`config.mk`:
```
export PLATFORM = sky130hd
export DESIGN_NAME = irqgen_multichannel_controller
export DESIGN_NICKNAME = d
export VERILOG_FILES = /design/src/rtl/irqgen_pkg.sv /design/src/rtl/irqgen_channel.sv /design/src/rtl/irqgen_multichannel_controller.sv
export SDC_FILE = /design/constraint.sdc
export NUM_CORES = 1
export LEC_CHECK = 0
export CAP_MARGIN = 10
export CORE_AREA = 2 2 224 226
export DETAILED_ROUTE_END_ITERATION = 10
export DIE_AREA = 0 0 226 228
export PLACE_DENSITY = 0.78
export SYNTH_ARGS = -nofsm -noshare
export SYNTH_HDL_FRONTEND = slang
export SYNTH_SLANG_ARGS = --single-unit
```
`constraint.sdc`:
```
create_clock -name ACLK -period 17.1 [get_ports ACLK]
set_clock_uncertainty 0.1 [all_clocks]
set_input_delay 1.71 -clock ACLK [delete_from_list [all_inputs] [get_ports ACLK]]
set_output_delay 1.71 -clock ACLK [all_outputs]
set_load 0.02 [all_outputs]
```
`src/rtl/irqgen_pkg.sv`:
```
// irqgen_pkg: shared mode constants, channel state enum and default widths for the IRQ generator.
package irqgen_pkg;
  localparam logic IRQGEN_ONESHOT    = 1'b0;
  localparam logic IRQGEN_CONTINUOUS = 1'b1;
  localparam int IRQGEN_DEF_LINES    = 16;
  localparam int IRQGEN_DEF_CHANNELS = 4;
  localparam int IRQGEN_DEF_RATE_W   = 16;
  localparam int IRQGEN_DEF_AMT_W    = 12;
  localparam int IRQGEN_DEF_LAT_W    = 16;
  typedef enum logic {CH_IDLE, CH_RUN} ch_state_e;
  function automatic int clog2_min1(int n);
    return n > 1 ? $clog2(n) : 1;
  endfunction
endpackage

```
`src/rtl/irqgen_channel.sv`:
```
// irqgen_channel: one generator channel with throttle, handled count and saturating service latency.
module irqgen_channel
  import irqgen_pkg::*;
#(
  parameter int RATE_W = IRQGEN_DEF_RATE_W,
  parameter int AMT_W  = IRQGEN_DEF_AMT_W,
  parameter int LAT_W  = IRQGEN_DEF_LAT_W,
  parameter int LINE_W = 4
)(
  input  logic              ACLK,
  input  logic              ARESET,
  input  logic              cfg_load,
  input  logic [RATE_W-1:0] cfg_rate,
  input  logic [AMT_W-1:0]  cfg_amt,
  input  logic [LINE_W-1:0] cfg_line,
  input  logic              cfg_mode,
  input  logic              start,
  input  logic              stop,
  input  logic              ack,
  output logic              busy,
  output logic              pending,
  output logic              done,
  output logic [LINE_W-1:0] line,
  output logic [AMT_W-1:0]  count,
  output logic [LAT_W-1:0]  lat_last,
  output logic [LAT_W-1:0]  lat_max
);
  ch_state_e st, st_nxt;
  logic [RATE_W-1:0] rate, thr;
  logic [AMT_W-1:0] amt, cnt_inc;
  logic [LAT_W-1:0] lat_cnt, lat_new;
  logic mode, fire, finish, done_nxt;

  assign busy    = st == CH_RUN;
  assign cnt_inc = count + AMT_W'(1);
  assign lat_new = &lat_cnt ? lat_cnt : lat_cnt + LAT_W'(1);
  assign fire    = !pending && thr >= rate && (mode == IRQGEN_CONTINUOUS || count < amt);
  // amt = 0 in one-shot mode completes while idle-pending, before any IRQ is raised
  assign finish  = busy && mode == IRQGEN_ONESHOT && (ack ? cnt_inc == amt : !pending && count >= amt);

  always_ff @(posedge ACLK or posedge ARESET)
    if (ARESET) st <= CH_IDLE;
    else st <= st_nxt;

  always_comb begin
    st_nxt   = stop ? CH_IDLE : busy ? (finish ? CH_IDLE : CH_RUN) : start ? CH_RUN : CH_IDLE;
    done_nxt = busy && !stop && finish;
  end

  always_ff @(posedge ACLK or posedge ARESET)
    if (ARESET) begin
      done     <= 1'b0;
      pending  <= 1'b0;
      thr      <= '0;
      count    <= '0;
      lat_cnt  <= '0;
      lat_last <= '0;
      lat_max  <= '0;
      rate     <= '0;
      amt      <= '0;
      line     <= '0;
      mode     <= IRQGEN_ONESHOT;
    end else begin
      done <= done_nxt;
      if (cfg_load && !busy) begin
        rate <= cfg_rate;
        amt  <= cfg_amt;
        line <= cfg_line;
        mode <= cfg_mode;
      end
      if (!busy) begin
        pending <= 1'b0;
        thr     <= '0;
        if (start && !stop) begin
          count    <= '0;
          lat_cnt  <= '0;
          lat_last <= '0;
          lat_max  <= '0;
        end
      end else if (stop) begin
        pending <= 1'b0;
        thr     <= '0;
      end else if (pending) begin
        if (ack) begin
          pending  <= 1'b0;
          count    <= cnt_inc;
          lat_last <= lat_new;
          lat_max  <= lat_new > lat_max ? lat_new : lat_max;
        end else lat_cnt <= lat_new;
      end else if (fire) begin
        pending <= 1'b1;
        thr     <= '0;
        lat_cnt <= '0;
      end else thr <= thr + RATE_W'(1);
    end
endmodule

```
`src/rtl/irqgen_multichannel_controller.sv`:
```
// irqgen_multichannel_controller: multi-channel IRQ generator with cfg decode, ack fan-out,
// per-line IRQ OR-reduction and a registered latency/count readout.
module irqgen_multichannel_controller
  import irqgen_pkg::*;
#(
  parameter int C_AMOUNT_OF_IRQLINES = IRQGEN_DEF_LINES,
  parameter int C_NUM_CHANNELS       = IRQGEN_DEF_CHANNELS,
  parameter int C_WIDTH_OF_IRQRATE   = IRQGEN_DEF_RATE_W,
  parameter int C_WIDTH_OF_IRQAMT    = IRQGEN_DEF_AMT_W,
  parameter int C_WIDTH_OF_LATENCY   = IRQGEN_DEF_LAT_W,
  localparam int LW = clog2_min1(C_AMOUNT_OF_IRQLINES),
  localparam int CW = clog2_min1(C_NUM_CHANNELS)
)(
  input  logic                            ACLK,
  input  logic                            ARESET,
  input  logic                            cfg_we,
  input  logic [CW-1:0]                   cfg_ch,
  input  logic [C_WIDTH_OF_IRQRATE-1:0]   cfg_rate,
  input  logic [C_WIDTH_OF_IRQAMT-1:0]    cfg_amt,
  input  logic [LW-1:0]                   cfg_line,
  input  logic                            cfg_mode,
  input  logic [C_NUM_CHANNELS-1:0]       start,
  input  logic [C_NUM_CHANNELS-1:0]       stop,
  input  logic                            handled_valid,
  input  logic [LW-1:0]                   handled_line,
  input  logic [CW-1:0]                   lat_sel,
  output logic [C_AMOUNT_OF_IRQLINES-1:0] irq_out,
  output logic [C_NUM_CHANNELS-1:0]       busy,
  output logic [C_NUM_CHANNELS-1:0]       done,
  output logic                            cfg_err,
  output logic                            spurious_ack,
  output logic [C_WIDTH_OF_LATENCY-1:0]   lat_last_o,
  output logic [C_WIDTH_OF_LATENCY-1:0]   lat_max_o,
  output logic [C_WIDTH_OF_IRQAMT-1:0]    count_o
);
  logic [C_NUM_CHANNELS-1:0] cfg_sel, pend, hit;
  logic [LW-1:0] ch_line [C_NUM_CHANNELS];
  logic [C_WIDTH_OF_IRQAMT-1:0] ch_cnt [C_NUM_CHANNELS];
  logic [C_WIDTH_OF_LATENCY-1:0] ch_last [C_NUM_CHANNELS];
  logic [C_WIDTH_OF_LATENCY-1:0] ch_max [C_NUM_CHANNELS];
  logic sel_ok;

  for (genvar i = 0; i < C_NUM_CHANNELS; i++) begin : g_ch
    assign cfg_sel[i] = cfg_we && cfg_ch == CW'(i);
    assign hit[i]     = handled_valid && pend[i] && ch_line[i] == handled_line;
    irqgen_channel #(
      .RATE_W(C_WIDTH_OF_IRQRATE),
      .AMT_W (C_WIDTH_OF_IRQAMT),
      .LAT_W (C_WIDTH_OF_LATENCY),
      .LINE_W(LW)
    ) u_ch (
      .ACLK    (ACLK),
      .ARESET  (ARESET),
      .cfg_load(cfg_sel[i]),
      .cfg_rate(cfg_rate),
      .cfg_amt (cfg_amt),
      .cfg_line(cfg_line),
      .cfg_mode(cfg_mode),
      .start   (start[i]),
      .stop    (stop[i]),
      .ack     (hit[i]),
      .busy    (busy[i]),
      .pending (pend[i]),
      .done    (done[i]),
      .line    (ch_line[i]),
      .count   (ch_cnt[i]),
      .lat_last(ch_last[i]),
      .lat_max (ch_max[i])
    );
  end

  // pending is only ever set while running, so it alone drives the line
  always_comb begin
    irq_out = '0;
    for (int i = 0; i < C_NUM_CHANNELS; i++)
      if (pend[i]) irq_out[ch_line[i]] = 1'b1;
  end

  assign sel_ok = int'(lat_sel) < C_NUM_CHANNELS;

  always_ff @(posedge ACLK or posedge ARESET)
    if (ARESET) begin
      cfg_err      <= 1'b0;
      spurious_ack <= 1'b0;
      lat_last_o   <= '0;
      lat_max_o    <= '0;
      count_o      <= '0;
    end else begin
      cfg_err      <= |(cfg_sel & busy);
      spurious_ack <= handled_valid && !(|hit);
      lat_last_o   <= sel_ok ? ch_last[lat_sel] : '0;
      lat_max_o    <= sel_ok ? ch_max[lat_sel] : '0;
      count_o      <= sel_ok ? ch_cnt[lat_sel] : '0;
    end
endmodule

```
After elaboration in Yosys (flattened, before gate mapping)

Cells that the tools add are included.

Register bits after elaboration: 494
Input port bits: 53
Output and inout bits: 70
Word-level logic and storage cells: 392

Add/sub/neg operators: 12
Order comparisons: 25
Equality and inequality tests: 39
Muxes and demuxes: 161
Bitwise operators: 9
Reduce and logical (&&, ||, !) cells: 93

Operators by type and width:

| kind                                                                                 | count |
|---|---|
| 16-bit two-way mux                                                                   | 88 |
| 12-bit two-way mux                                                                   | 22 |
| 16-bit by 1-bit adder with 16-bit output (second input constant)                     | 8 |
| 16-bit binary-select mux with 2-bit select                                           | 2 |
| 16-bit greater-or-equal comparator                                                   | 4 |
| 16-bit > comparator                                                                  | 4 |
| 16-bit AND reduction                                                                 | 4 |
| 1-bit logical AND                                                                    | 53 |
| 12-bit by 1-bit adder with 12-bit output (second input constant)                     | 4 |
| 12-bit == test                                                                       | 4 |
| 12-bit greater-or-equal comparator                                                   | 4 |
| 12-bit < comparator                                                                  | 4 |
| 16-bit OR                                                                            | 3 |
| 1-bit two-way mux                                                                    | 44 |
| 4-bit AND reduction                                                                  | 8 |
| 12-bit binary-select mux with 2-bit select                                           | 1 |
| 3-bit != test (second input constant)                                                | 8 |
| 4-bit by 5-bit < comparator with 1-bit output (second input constant)                | 4 |
| 5-bit AND reduction                                                                  | 4 |
| 1-bit demux with 4-bit select                                                        | 4 |
| 4-bit == test                                                                        | 4 |
| 4-bit by 1-bit greater-or-equal comparator with 1-bit output (second input constant) | 4 |
| 2-bit by 1-bit != test with 1-bit output (second input constant)                     | 8 |
| 2-bit != test (second input constant)                                                | 8 |
| 12 further kinds                                                                     | 38 |

Depth between registers and ports, before layout

Gate-level depths: netlist (run 1).

Depth in word-level cells: 11
Depth in mapped cells: 18
Depth with buffers taken out: 15

By module

A second synthesis (run 1) with hierarchy kept.

Cell total of the unflattened synthesis: 2997
Area, all modules: 28652.5 sq um

Modules (own cells, without submodules):

| module                         | times used | cells an instance | area each (sq um) | seq. area each (sq um) |
|---|---|---|---|---|
| irqgen_channel                 | 4          | 690               | 6396.1            | 2802.7 |
| irqgen_multichannel_controller | 1          | 237               | 3067.9            | 1151.1 |

Worst setup path before layout (run 1)

No wires, ideal clock.

Path type: register to register
From: register g_ch[3].u_ch.lat_cnt[0]
To: register g_ch[3].u_ch.lat_max[1]
Library setup time: 142 ps
Data arrival time: 3450 ps
Data required time: 16858 ps
Setup slack: 13407 ps
Stages on the path, launching flop included: 17
Buffers on the path: 2
Clock period less this slack: 3693 ps
Cell sequence: dfrtp_1 > ha_1 > nand2_1 > nor4_2 > and2_0 > clkbuf_1 > nor3_1 > xnor2_1 > ha_1 > a21o_1 > a21o_1 > a211oi_1 > o22ai_1 > a211o_1 > nand3_1 > clkbuf_1 > o221ai_1

Cells in the longest elaborated chain, start to end: 7
Elaborated cells on any way between the ends: 11
Classes of those cells: add/sub: 1; order compare: 1; eq/ne: 1; mux: 6; reduce/logical: 2

RTL lines:

| item                                                                             | RTL line             | text |
|---|---|---|
| start, declared                                                                  | irqgen_channel.sv:31 | `logic [LAT_W-1:0] lat_cnt, lat_new;` |
| start signal, assigned                                                           | irqgen_channel.sv:89 | `end else lat_cnt <= lat_new;` |
| 16-bit by 1-bit adder with 16-bit output or 16-bit AND reduction (tied branches) | irqgen_channel.sv:36 | `assign lat_new = &lat_cnt ? lat_cnt : lat_cnt + LAT_W'(1);` |
| 16-bit two-way mux (*)                                                           | irqgen_channel.sv:36 |  |
| parallel branches: the longest is 5 deep, another holds 16-bit > comparator      | --                   |  |
| end signal, assigned                                                             | irqgen_channel.sv:88 | `lat_max <= lat_new > lat_max ? lat_new : lat_max;` |
| end, declared                                                                    | irqgen_channel.sv:26 | `output logic [LAT_W-1:0] lat_max` |

Mark *: on every way between the ends. The select of a mux whose other input is x is not followed.
A chain may end at the register's enable or synchronous reset.

Worst setup path after layout (run 1)

From: register g_ch[2].u_ch.pending
To: output irq_out[8]

Cells in the longest elaborated chain, start to end: 3

RTL lines:

| item                       | RTL line                             | text |
|---|---|---|
| start, declared            | irqgen_channel.sv:21                 | `output logic pending,` |
| start signal, assigned     | irqgen_channel.sv:53                 | `pending <= 1'b0;` |
| start signal, assigned     | irqgen_channel.sv:72                 | `pending <= 1'b0;` |
| start signal, assigned     | irqgen_channel.sv:81                 | `pending <= 1'b0;` |
| 16-bit two-way mux (*)     | irqgen_multichannel_controller.sv:76 | `if (pend[i]) irq_out[ch_line[i]] = 1'b1;` |
| 16-bit OR (no source line) | --                                   |  |
| 16-bit two-way mux (*)     | irqgen_multichannel_controller.sv:76 |  |
| end, declared              | irqgen_multichannel_controller.sv:27 | `output logic [C_AMOUNT_OF_IRQLINES-1:0] irq_out,` |

Every way passes the cells marked *; elsewhere a longest branch is shown, timed or not.

==> summary.md, run 1 <==
| Metric | Value |
|---|---|
| Status | finished clean |
| EDFF count, synth | 0 |
| Total global-route track usage | 0.336 |
| Commonest non-fill, non-tap cell in the layout | dfrtp_1 |
| Fraction of the mapped netlist area in simple logic gates | 0.165 |
| Post-synthesis xor/xnor area fraction | 0.0363 |
| Post-synth top flop | dfrtp_1 |
| Largest family of logic cells by synthesized area | simple AND/OR/NAND/NOR gates |
| Data arrival, critical path | 3400 ps |
| N_diodes | 0 |
| Fin Hold WS | 377 ps |
| CP Cell Sequence | inv_1 -> nor3_1 -> a22oi_1 -> o221ai_1 -> clkdlybuf4s50_1 |
| Synth Area in Adders | 0.0807 |
| Busiest grt layer | met2 |
| HP Class | flop to flop |
| Clk Latency, worst-skew pair | 620 ps |
| Worst-path clk slew | 60 ps |
| Placed Instances | 3756 |
| Met3 Usage GRT | 0.0532 |
| DR WL/cell | 22.2 µm |
| PortBufs | 122 |
| DRT Wirelength | 85500 µm |
| Final hold violations | 0 |
| DRT antenna net count | 0 |
| Slowest CP cell | dfrtp_1 |
| Global-route wire length before repair | 135000 µm |
| Final Worst Setup Slack | 11890 ps |
| Post-CTS Setup Bufs | 0 |
| Avg Cell Area, Syn | 9.44 µm² |
| Switching Share | 0.287 |
| Pleak | 14.7 nW |
| RSZ-0062 raised after global routing | no |
| CP Class | flop to output port |
| Max Cap Viol | 0 |
| Drt first pass iters | 8 |
| Filler cell count | 3900 |
| Root Driver | clkbuf_16 |
| Period utilization | 0.305 |
| Post-Synthesis Cell Area | 0.0291 mm² |
| Met1 Usage GRT | 0.424 |
| GRT met2 Usage | 0.545 |
| 1st-iter DRT viols | 2415 |
| Vias | 24500 |
| Total Neg Setup Slack | 0 ps |
| Combinational share of power | 0.158 |
| Reg area | 0.0124 mm² |
| Starting Density | 0.591 |
| Peak supply drop | 91.2 µV |
| CTS tree | yes |
| Reg power frac | 0.454 |
| GPL Wtd Cong | 0.971 |
| Initial antenna violation count | 3 |
| #FFs+latches synth | 494 |
| Worst Setup End Kind | output port |
| Seq/Total Area, Yosys | 0.424 |
| FMAX | 192 MHz |
| CP peak stage delay | 1000 ps |
| Measured slew at the worst slew-check pin | 1230 ps |
| Synthesis-to-finish area growth | 11.7% |
| DRC | 0 |
| Vias in the first global route | 24600 |
| Dpl hpwl | 62700 µm |
| Final setup vio count | 0 |
| DIE HEIGHT | 228 µm |
| Min cycle time layout | 5210 ps |
| Synth Area in Compound Gates | 0.165 |
| Synthesis Warnings | 0 |
| Post-synthesis mux area share | 0.0716 |
| Clock sink count | 494 |
| GRT overflow | 0 |
| Switch Pwr | 0.871 mW |
| Syn_nets | 3330 |
| Fin util | 0.659 |
| Post-place setup slack | 11150 ps |
| Row cnt | 82 |
| H-Tree Depth | 2 |
| Die X | 226 µm |
| Largest net degree at the start of global routing | 120 |
| Via density | 6.35 |
| Nets | 3382 |
| Total area of multi-input combinational cells | 0.0152 mm² |
| PwrDens | 93.3 mW/mm² |
| Io pins | 123 |
| Die ar. | 0.0515 mm² |
| Core Footprint | 0.0493 mm² |
| Post-route insts no fill | 3852 |
| Most frequent cells in the layout | dfrtp_1, nand2_1, inv_1, o21ai_0, ha_1 |
| Clock buffer count from CTS | 55 |
| Yosys cell types | 87 |
| Startpoint Class | flop |
| Post-CTS Resized | 0 |
| Crit path required time | 15290 ps |
| Largest fanout on the critical path | 25 |
| Final slew viol count | 0 |
| Int Power | 2.16 mW |
| Worst-case clock buffer depth | 3 |
| Clk pwr share | 0.388 |
| Layout cells sized above 1 | 0.0868 |
| Cells after Synth | 3089 |
| # hold bufs at CTS | 0 |
| Synth async-reset ratio | 1.00 |
| Max transition margin | 0.180 |
[worst paths after layout]
kind                                            from                         to  slack, ps  cells after the start
hold reg to reg            g_ch[0].u_ch.lat_last[14]  g_ch[0].u_ch.lat_last[14]        380                      2
hold / removal             g_ch[0].u_ch.lat_last[14]  g_ch[0].u_ch.lat_last[14]        380                      2
setup reg to reg             g_ch[1].u_ch.lat_cnt[3]   g_ch[1].u_ch.lat_max[12]      12380                     14
setup / recovery                g_ch[2].u_ch.pending                 irq_out[8]      11890                      5
max in group asynchronous                     ARESET    g_ch[2].u_ch.lat_cnt[2]      11920                      5
min in group asynchronous                     ARESET        g_ch[1].u_ch.thr[3]       1540                      2
[state kept, by name (all words and copies together), names as in the netlist, 48 cells and up]
register and cells:
g_ch.u_ch.amt 48, g_ch.u_ch.count 48, g_ch.u_ch.lat_cnt 64, g_ch.u_ch.lat_last 64
g_ch.u_ch.lat_max 64, g_ch.u_ch.rate 64, g_ch.u_ch.thr 64
[cell type report]
| class | count | area share |
|---|---|---|
| Inverter | 267 | 0.0310 |
| Clock inverter | 17 | 0.00615 |
| Multi-Input combinational cell | 2173 | 0.466 |
| Sequential cell | 494 | 0.380 |
| Timing Repair Buffer | 150 | 0.0437 |
| Tap cell | 672 | 0.0258 |
| Clock buffer | 79 | 0.0478 |
[cell usage after synthesis (45+ instances only)]
| cell | number | share of area |
|---|---|---|
| clkbuf_1 | 113 | 0.015 |
| o21ai_0 | 256 | 0.044 |
| nand4_1 | 55 | 0.012 |
| mux4_2 | 45 | 0.035 |
| and3_1 | 52 | 0.011 |
| xnor2_1 | 73 | 0.022 |
| inv_1 | 266 | 0.034 |
| ha_1 | 188 | 0.081 |
| nor2_1 | 131 | 0.017 |
| a21oi_1 | 122 | 0.021 |
| mux2_2 | 82 | 0.032 |
| nand2_1 | 394 | 0.051 |
| nand3_1 | 103 | 0.018 |
| dfrtp_1 | 494 | 0.42 |
[power by group through the flow]
stage | clock (mW) | combinational (mW) | sequential [mW]
2_1_floorplan | 0 | 0.333 | 1.36
3_3_place_gp | 0 | 0.446 | 1.39
3_5_place_dp | 0 | 0.471 | 1.40
4_1_cts | 1.19 | 0.477 | 1.38
5_1_grt | 1.24 | 0.535 | 1.39
6_report | 1.18 | 0.480 | 1.38
[through the flow]
step / power [mW] / instance area [µm²]
4_1_cts: 3.04 / 32500
3_3_place_gp: 1.84 / 30800
2_1_floorplan: 1.69 / 29100
3_5_place_dp: 1.87 / 30800
6_report: 3.04 / 32500
5_1_grt: 3.17 / 32500
[worst max-delay path, delay by kind of cell, from the launching register on]
family / cells / cell delay [ps]
DFF: 1 / 1000
buffers and inverters: 2 / 970
and+or+nand+nor: 1 / 500
AOI/OAI and AO/OA: 2 / 290
[metal layers]
layer	up-vias	share of wire
met4	2	0.066
met1	12000	0.39
met3	273	0.072
met2	1010	0.47
li1	11200	-
met5	-	0.00015
[kinds of logic (layout without fill, tap and decap cells)]
kind of cell,Yosys count,in the layout
xor+xnor,116,116
fa+ha+maj,188,188
compound gates,742,742
simple gates,985,985
mux,142,142
buf+inv,422,513
flops,494,494
Note: power is estimated with default switching activity, not from simulation.
==> run 2, diff against run 1 <==
- CORE_AREA: 2 2 224 226 -> 2 2 232 234
- DIE_AREA: 0 0 226 228 -> 0 0 234 236
- PLACE_DENSITY: 0.78 -> 0.77
- clock period: 17.1 -> 4.2 ns (I/O delays scaled with it)
==> run 2 against run 1 <==
Net effect:
- critical path type is now flop to flop
- sequential power increased to 4.1 times the previous value
- core utilization decreased by 3.6 points
- cell count increased by 1.7%
- design area increased by 1.7%
- sequential share of layout area decreased by 0.62 points
- flip-flop and latch count unchanged
- die area increased by 7.2%
- total power increased to 4.2 times the previous value
- worst setup slack got worse by 12000 ps
- register-to-register slack got worse by 12000 ps
- via count increased by 1.0%
==> summary.md, run 2 (synthesis results as in run 1) <==
| Metric | Value |
|---|---|
| Status | finished clean |
| Max transition margin | 0.246 |
| Largest net degree at the start of global routing | 90 |
| FF-to-FF Start | g_ch[2].u_ch.lat_cnt[0] |
| Startpoint Class | flop |
| Final setup vio count | 0 |
| Commonest non-fill, non-tap cell in the layout | dfrtp_1 |
| DRT Wirelength | 87300 µm |
| PwrDens | 383 mW/mm² |
| DR WL/cell | 22.3 µm |
| Core Footprint | 0.0531 mm² |
| Largest fanout on the critical path | 16 |
| Vias in the first global route | 24500 |
| RSZ-0062 raised after global routing | no |
| Drt first pass iters | 6 |
| HP Class | primary input to async pin |
| CP Cell Sequence | ha_1 -> nand4_1 -> o21ai_0 -> or3_1 -> xor2_1 -> inv_1 -> ha_1 -> and3_1 -> nand3_1 -> nor3_1 -> o21ai_0 -> o211a_1 -> o211ai_1 -> o221ai_1 |
| Row cnt | 85 |
| Total area of multi-input combinational cells | 0.0152 mm² |
| Layout cells sized above 1 | 0.102 |
| Die ar. | 0.0552 mm² |
| Power Total | 12.7 mW |
| Slowest CP cell | dfrtp_1 |
| Nets | 3418 |
| DIE HEIGHT | 236 µm |
| Most frequent cells in the layout | dfrtp_1, nand2_1, inv_1, o21ai_0, ha_1 |
| Clock sink count | 494 |
| Min cycle time layout | 3960 ps |
| Final slew viol count | 0 |
| Vias | 24700 |
| Filler cell count | 4257 |
| Post-CTS Setup Bufs | 0 |
| FMAX | 252 MHz |
| CP peak stage delay | 460 ps |
| Clk Latency, worst-skew pair | 650 ps |
| Global-route wire length before repair | 138000 µm |
| Measured slew at the worst slew-check pin | 1130 ps |
| Crit path required time | 4600 ps |
| Worst-path clk slew | 60 ps |
| Final hold violations | 0 |
| DRT antenna net count | 0 |
| Period utilization | 0.944 |
| Root Driver | clkbuf_16 |
| Crit path from | g_ch[2].u_ch.lat_cnt[0] |
| Worst Setup End Kind | flop |
| GPL Wtd Cong | 0.966 |
| Final instance area | 0.0331 mm² |
| GRT overflow | 0 |
| Peak supply drop | 326 µV |
| CP Buf/Inv Count | 1 |
| CP delay by family, top | compound AO/OA/AOI/OAI gates |
| Max Cap Viol | 0 |
| H-Tree Depth | 2 |
| Data arrival, critical path | 4360 ps |
| Starting Density | 0.549 |
| Die X | 234 µm |
| Synthesis-to-finish area growth | 13.5% |
| Dpl hpwl | 65300 µm |
| CTS tree | yes |
| DRC | 0 |
| 1st-iter DRT viols | 2358 |
| Via density | 6.31 |
| PortBufs | 122 |
| CP Class | flop to flop |
| Reg area | 0.0124 mm² |
| R2R Setup Slk | 240 ps |
| Pleak | 14.9 nW |
| Clock buffer count from CTS | 55 |
| Io pins | 123 |
| Initial antenna violation count | 4 |
| Placed cell area | 0.0312 mm² |
| Total global-route track usage | 0.320 |
| Worst-case clock buffer depth | 3 |
-- run 2: changes by cell type in the layout (fill, tap and decap cells not counted), sizes merged --
cell | before | now
diode | 0 | 1
buf | 30 | 66
clkbuf | 79 | 76
clkinvlp | 0 | 6
bufinv | 4 | 6
inv | 269 | 268
clkinv | 11 | 12
-- run 2: report_power, final --
part | leakage, nW | switching (mW) | internal [mW]
clock network | 0.919 | 2.11 | 2.97
logic | 7.45 | 1.12 | 0.826
registers | 6.54 | 0.461 | 5.20
-- run 2: metal layers --
metal | up-vias | wire length (µm) | track usage | share of wire
li1 | 11200 | - | - | -
met1 | 12100 | 35000 | 0.420 | 0.40
met3 | 239 | 6740 | 0.0559 | 0.077
met4 | 4 | 4610 | 0.151 | 0.053
met5 | - | 27 | 0 | 0.00031
met2 | 1129 | 40900 | 0.513 | 0.47
-- run 2: timing repair --
item,in CTS,in global routing
resized for setup,0,7
endpoints found under the setup margin,0,60
hold buffers,0,0
-- run 2: final cells by class --
type / instances / share of cell area
multi-input cells: 2173 / 0.459
flip-flops and latches: 494 / 0.374
repair buffers: 186 / 0.0534
clock buffers: 76 / 0.0467
inverters: 267 / 0.0304
well taps: 696 / 0.0263
clock inverters: 25 / 0.0108
diodes: 1 / 0.0000756
-- run 2: stage by stage --
| step | setup TNS (ps) | std cells | hold slack (ps) | utilization | setup slack [ps] |
|---|---|---|---|---|---|
| after global routing | 0 | 3917 | 201 | 0.623 | 18.1 |
| final | 0 | 3918 | 168 | 0.624 | 235 |
| after detailed placement | 0 | 3816 | 361 | 0.587 | 131 |
| after CTS | 0 | 3917 | 172 | 0.623 | 145 |
| after global placement | 0 | 3816 | 357 | 0.587 | 420 |
| after floorplan | -1492150 | 3089 | 334 | - | -3020 |
-- run 2: path summary, 6_finish.rpt --
kind / cells past startpoint / end
hold reg to reg: 2 / g_ch[2].u_ch.lat_last[6]
setup / recovery: 14 / g_ch[2].u_ch.lat_max[12]
max in group asynchronous: 4 / g_ch[1].u_ch.rate[3]
setup reg to reg: 14 / g_ch[2].u_ch.lat_max[12]
min in group ACLK: 3 / spurious_ack
hold / removal: 2 / g_ch[0].u_ch.lat_cnt[14]
-- run 2: worst register-to-register path, stage by stage, from the launching register on --
cell	delay, ps
dfrtp_1	460
ha_1	300
nand4_1	290
o21ai_0	170
or3_1	350
xor2_1	180
inv_1	60
ha_1	290
and3_1	160
nand3_1	90
nor3_1	300
o21ai_0	200
o211a_1	380
o211ai_1	320
o221ai_1	180
==> run 3, diff against run 2 <==
- MAX_ROUTING_LAYER: not set -> met4
==> run 3 against run 2 <==
Net effect:
- largest power group unchanged
- via count is 1.0% higher
- largest cell class unchanged
- flip-flop and latch count stayed put
- critical path type unchanged
- global-route usage is 1.4 points higher
- critical path depth is 1 higher
- critical endpoint is now g_ch[1].u_ch.lat_max[14]
- combinational power hardly changed
==> summary.md, run 3 (synthesis results as in run 1) <==
| Metric | Value |
|---|---|
| Status | finished clean |
| FF-to-FF Start | g_ch[1].u_ch.lat_cnt[5] |
| PwrDens | 380 mW/mm² |
| Max transition margin | 0.203 |
| Core Footprint | 0.0531 mm² |
| Total area of multi-input combinational cells | 0.0152 mm² |
| Max Cap Viol | 0 |
| Worst Setup End Kind | flop |
| Via density | 6.36 |
| Post-place setup slack | 210 ps |
| Data arrival, critical path | 4350 ps |
| Vias in the first global route | 24500 |
| Largest fanout on the critical path | 16 |
| Most frequent cells in the layout | dfrtp_1, nand2_1, inv_1, o21ai_0, ha_1 |
| Worst Setup EP | g_ch[1].u_ch.lat_max[14] |
| CP Class | flop to flop |
| Global-route wire length before repair | 139000 µm |
| DRT Wirelength | 89500 µm |
| Commonest non-fill, non-tap cell in the layout | dfrtp_1 |
| Die X | 234 µm |
| Dpl hpwl | 66300 µm |
| Largest net degree at the start of global routing | 86 |
| Final setup vio count | 0 |
| DR WL/cell | 22.8 µm |
| R2R Setup Slk | 200 ps |
| 1st-iter DRT viols | 2749 |
| Period utilization | 0.952 |
| Drt first pass iters | 6 |
| Final slew viol count | 0 |
| Pleak | 14.9 nW |
| Io pins | 123 |
| DRC | 0 |
| Row cnt | 85 |
| Starting Density | 0.549 |
| FMAX | 250 MHz |
| DIE HEIGHT | 236 µm |
| Clk Latency, worst-skew pair | 620 ps |
| GPL Wtd Cong | 1.00 |
| Measured slew at the worst slew-check pin | 1200 ps |
| Worst-case clock buffer depth | 3 |
| Fin util | 0.623 |
| Nets | 3422 |
| Worst-path clk slew | 60 ps |
| Initial antenna violation count | 3 |
| Die ar. | 0.0552 mm² |
| Filler cell count | 4360 |
| FF-to-FF End | g_ch[1].u_ch.lat_max[14] |
| GRT overflow | 0 |
| Worst R2R Path Depth | 15 |
| H-Tree Depth | 2 |
| DRT antenna net count | 0 |
| Total global-route track usage | 0.333 |
| PortBufs | 122 |
| Startpoint Class | flop |
| Root Driver | clkbuf_16 |
| Vias | 25000 |
| Layout cells sized above 1 | 0.104 |
| RSZ-0062 raised after global routing | no |
| Min cycle time layout | 4000 ps |
| HP Class | primary input to async pin |
| Reg area | 0.0124 mm² |
| Final Worst Setup Slack | 202 ps |
| Clock sink count | 494 |
| CTS tree | yes |
| Clock buffer count from CTS | 54 |
| Final hold violations | 0 |
| Crit path required time | 4560 ps |
| Peak supply drop | 310 µV |
| Crit path from | g_ch[1].u_ch.lat_cnt[5] |
| # hold bufs at CTS | 0 |
| Synthesis-to-finish area growth | 13.4% |
[run 3: cell type report]
cell class | count | area share
tap | 696 | 0.0264
multi-input combinational | 2173 | 0.459
inverter | 267 | 0.0304
clock inverter | 27 | 0.00799
timing repair buffer | 191 | 0.0546
antenna | 3 | 0.000227
sequential | 494 | 0.374
clock buffer | 70 | 0.0470
[run 3: power breakdown]
| part | switching (mW) | internal (mW) | total, mW |
|---|---|---|---|
| logic | 1.14 | 0.829 | 1.97 |
| registers | 0.472 | 5.20 | 5.67 |
| clock network | 2.08 | 2.85 | 4.93 |
[run 3: through the flow]
stage	instances	total power, mW	TNS (ps)	hold slack, ps	instance area (µm²)
global route	3921	13.1	0	307	33000
global placement	3819	7.56	0	360	31200
detailed placement	3819	7.68	0	367	31200
CTS	3916	12.6	0	273	33000
finish	3921	12.6	0	265	33000
floorplan	3089	6.90	-1492150	334	29200
[run 3: worst min path at each step]
stage / startpoint / endpoint / slack (ps) / depth (start not counted)
finish: ARESET / g_ch[0].u_ch.lat_cnt[12] / 260 / 2
global placement: g_ch[2].u_ch.lat_last[6] / g_ch[2].u_ch.lat_last[6] / 360 / 2
floorplan: g_ch[2].u_ch.lat_last[0] / g_ch[2].u_ch.lat_last[0] / 330 / 2
detailed placement: g_ch[1].u_ch.lat_last[4] / g_ch[1].u_ch.lat_last[4] / 370 / 2
CTS: ARESET / g_ch[0].u_ch.lat_cnt[12] / 270 / 2
global route: ARESET / g_ch[0].u_ch.lat_cnt[12] / 310 / 2
[run 3: routing by layer]
layer / routed length, µm / GRT usage / up-vias
met2: 42500 / 0.526 / 1170
met5: 0 / - / -
met1: 35700 / 0.429 / 12300
li1: - / - / 11200
met4: 4540 / 0.149 / 0
met3: 6740 / 0.0439 / 259
[run 3: what timing repair did]
action,in CTS,in global routing
resized for setup,0,7
setup buffers,0,2
setup endpoints to repair,0,47
hold endpoints to repair,0,0
[run 3: critical path, cell delays in order, from the launching register on]
cell and delay, ps:
dfrtp_1 430, and4_1 280, nand4_1 150, nor4_2 70, buf_4 140, and3_1 160
o21ai_0 640, inv_1 110, ha_1 330, nand4_1 80, or2_2 320, a211oi_1 250
nor4_1 130, a221oi_4 270, buf_4 250, o22ai_1 110
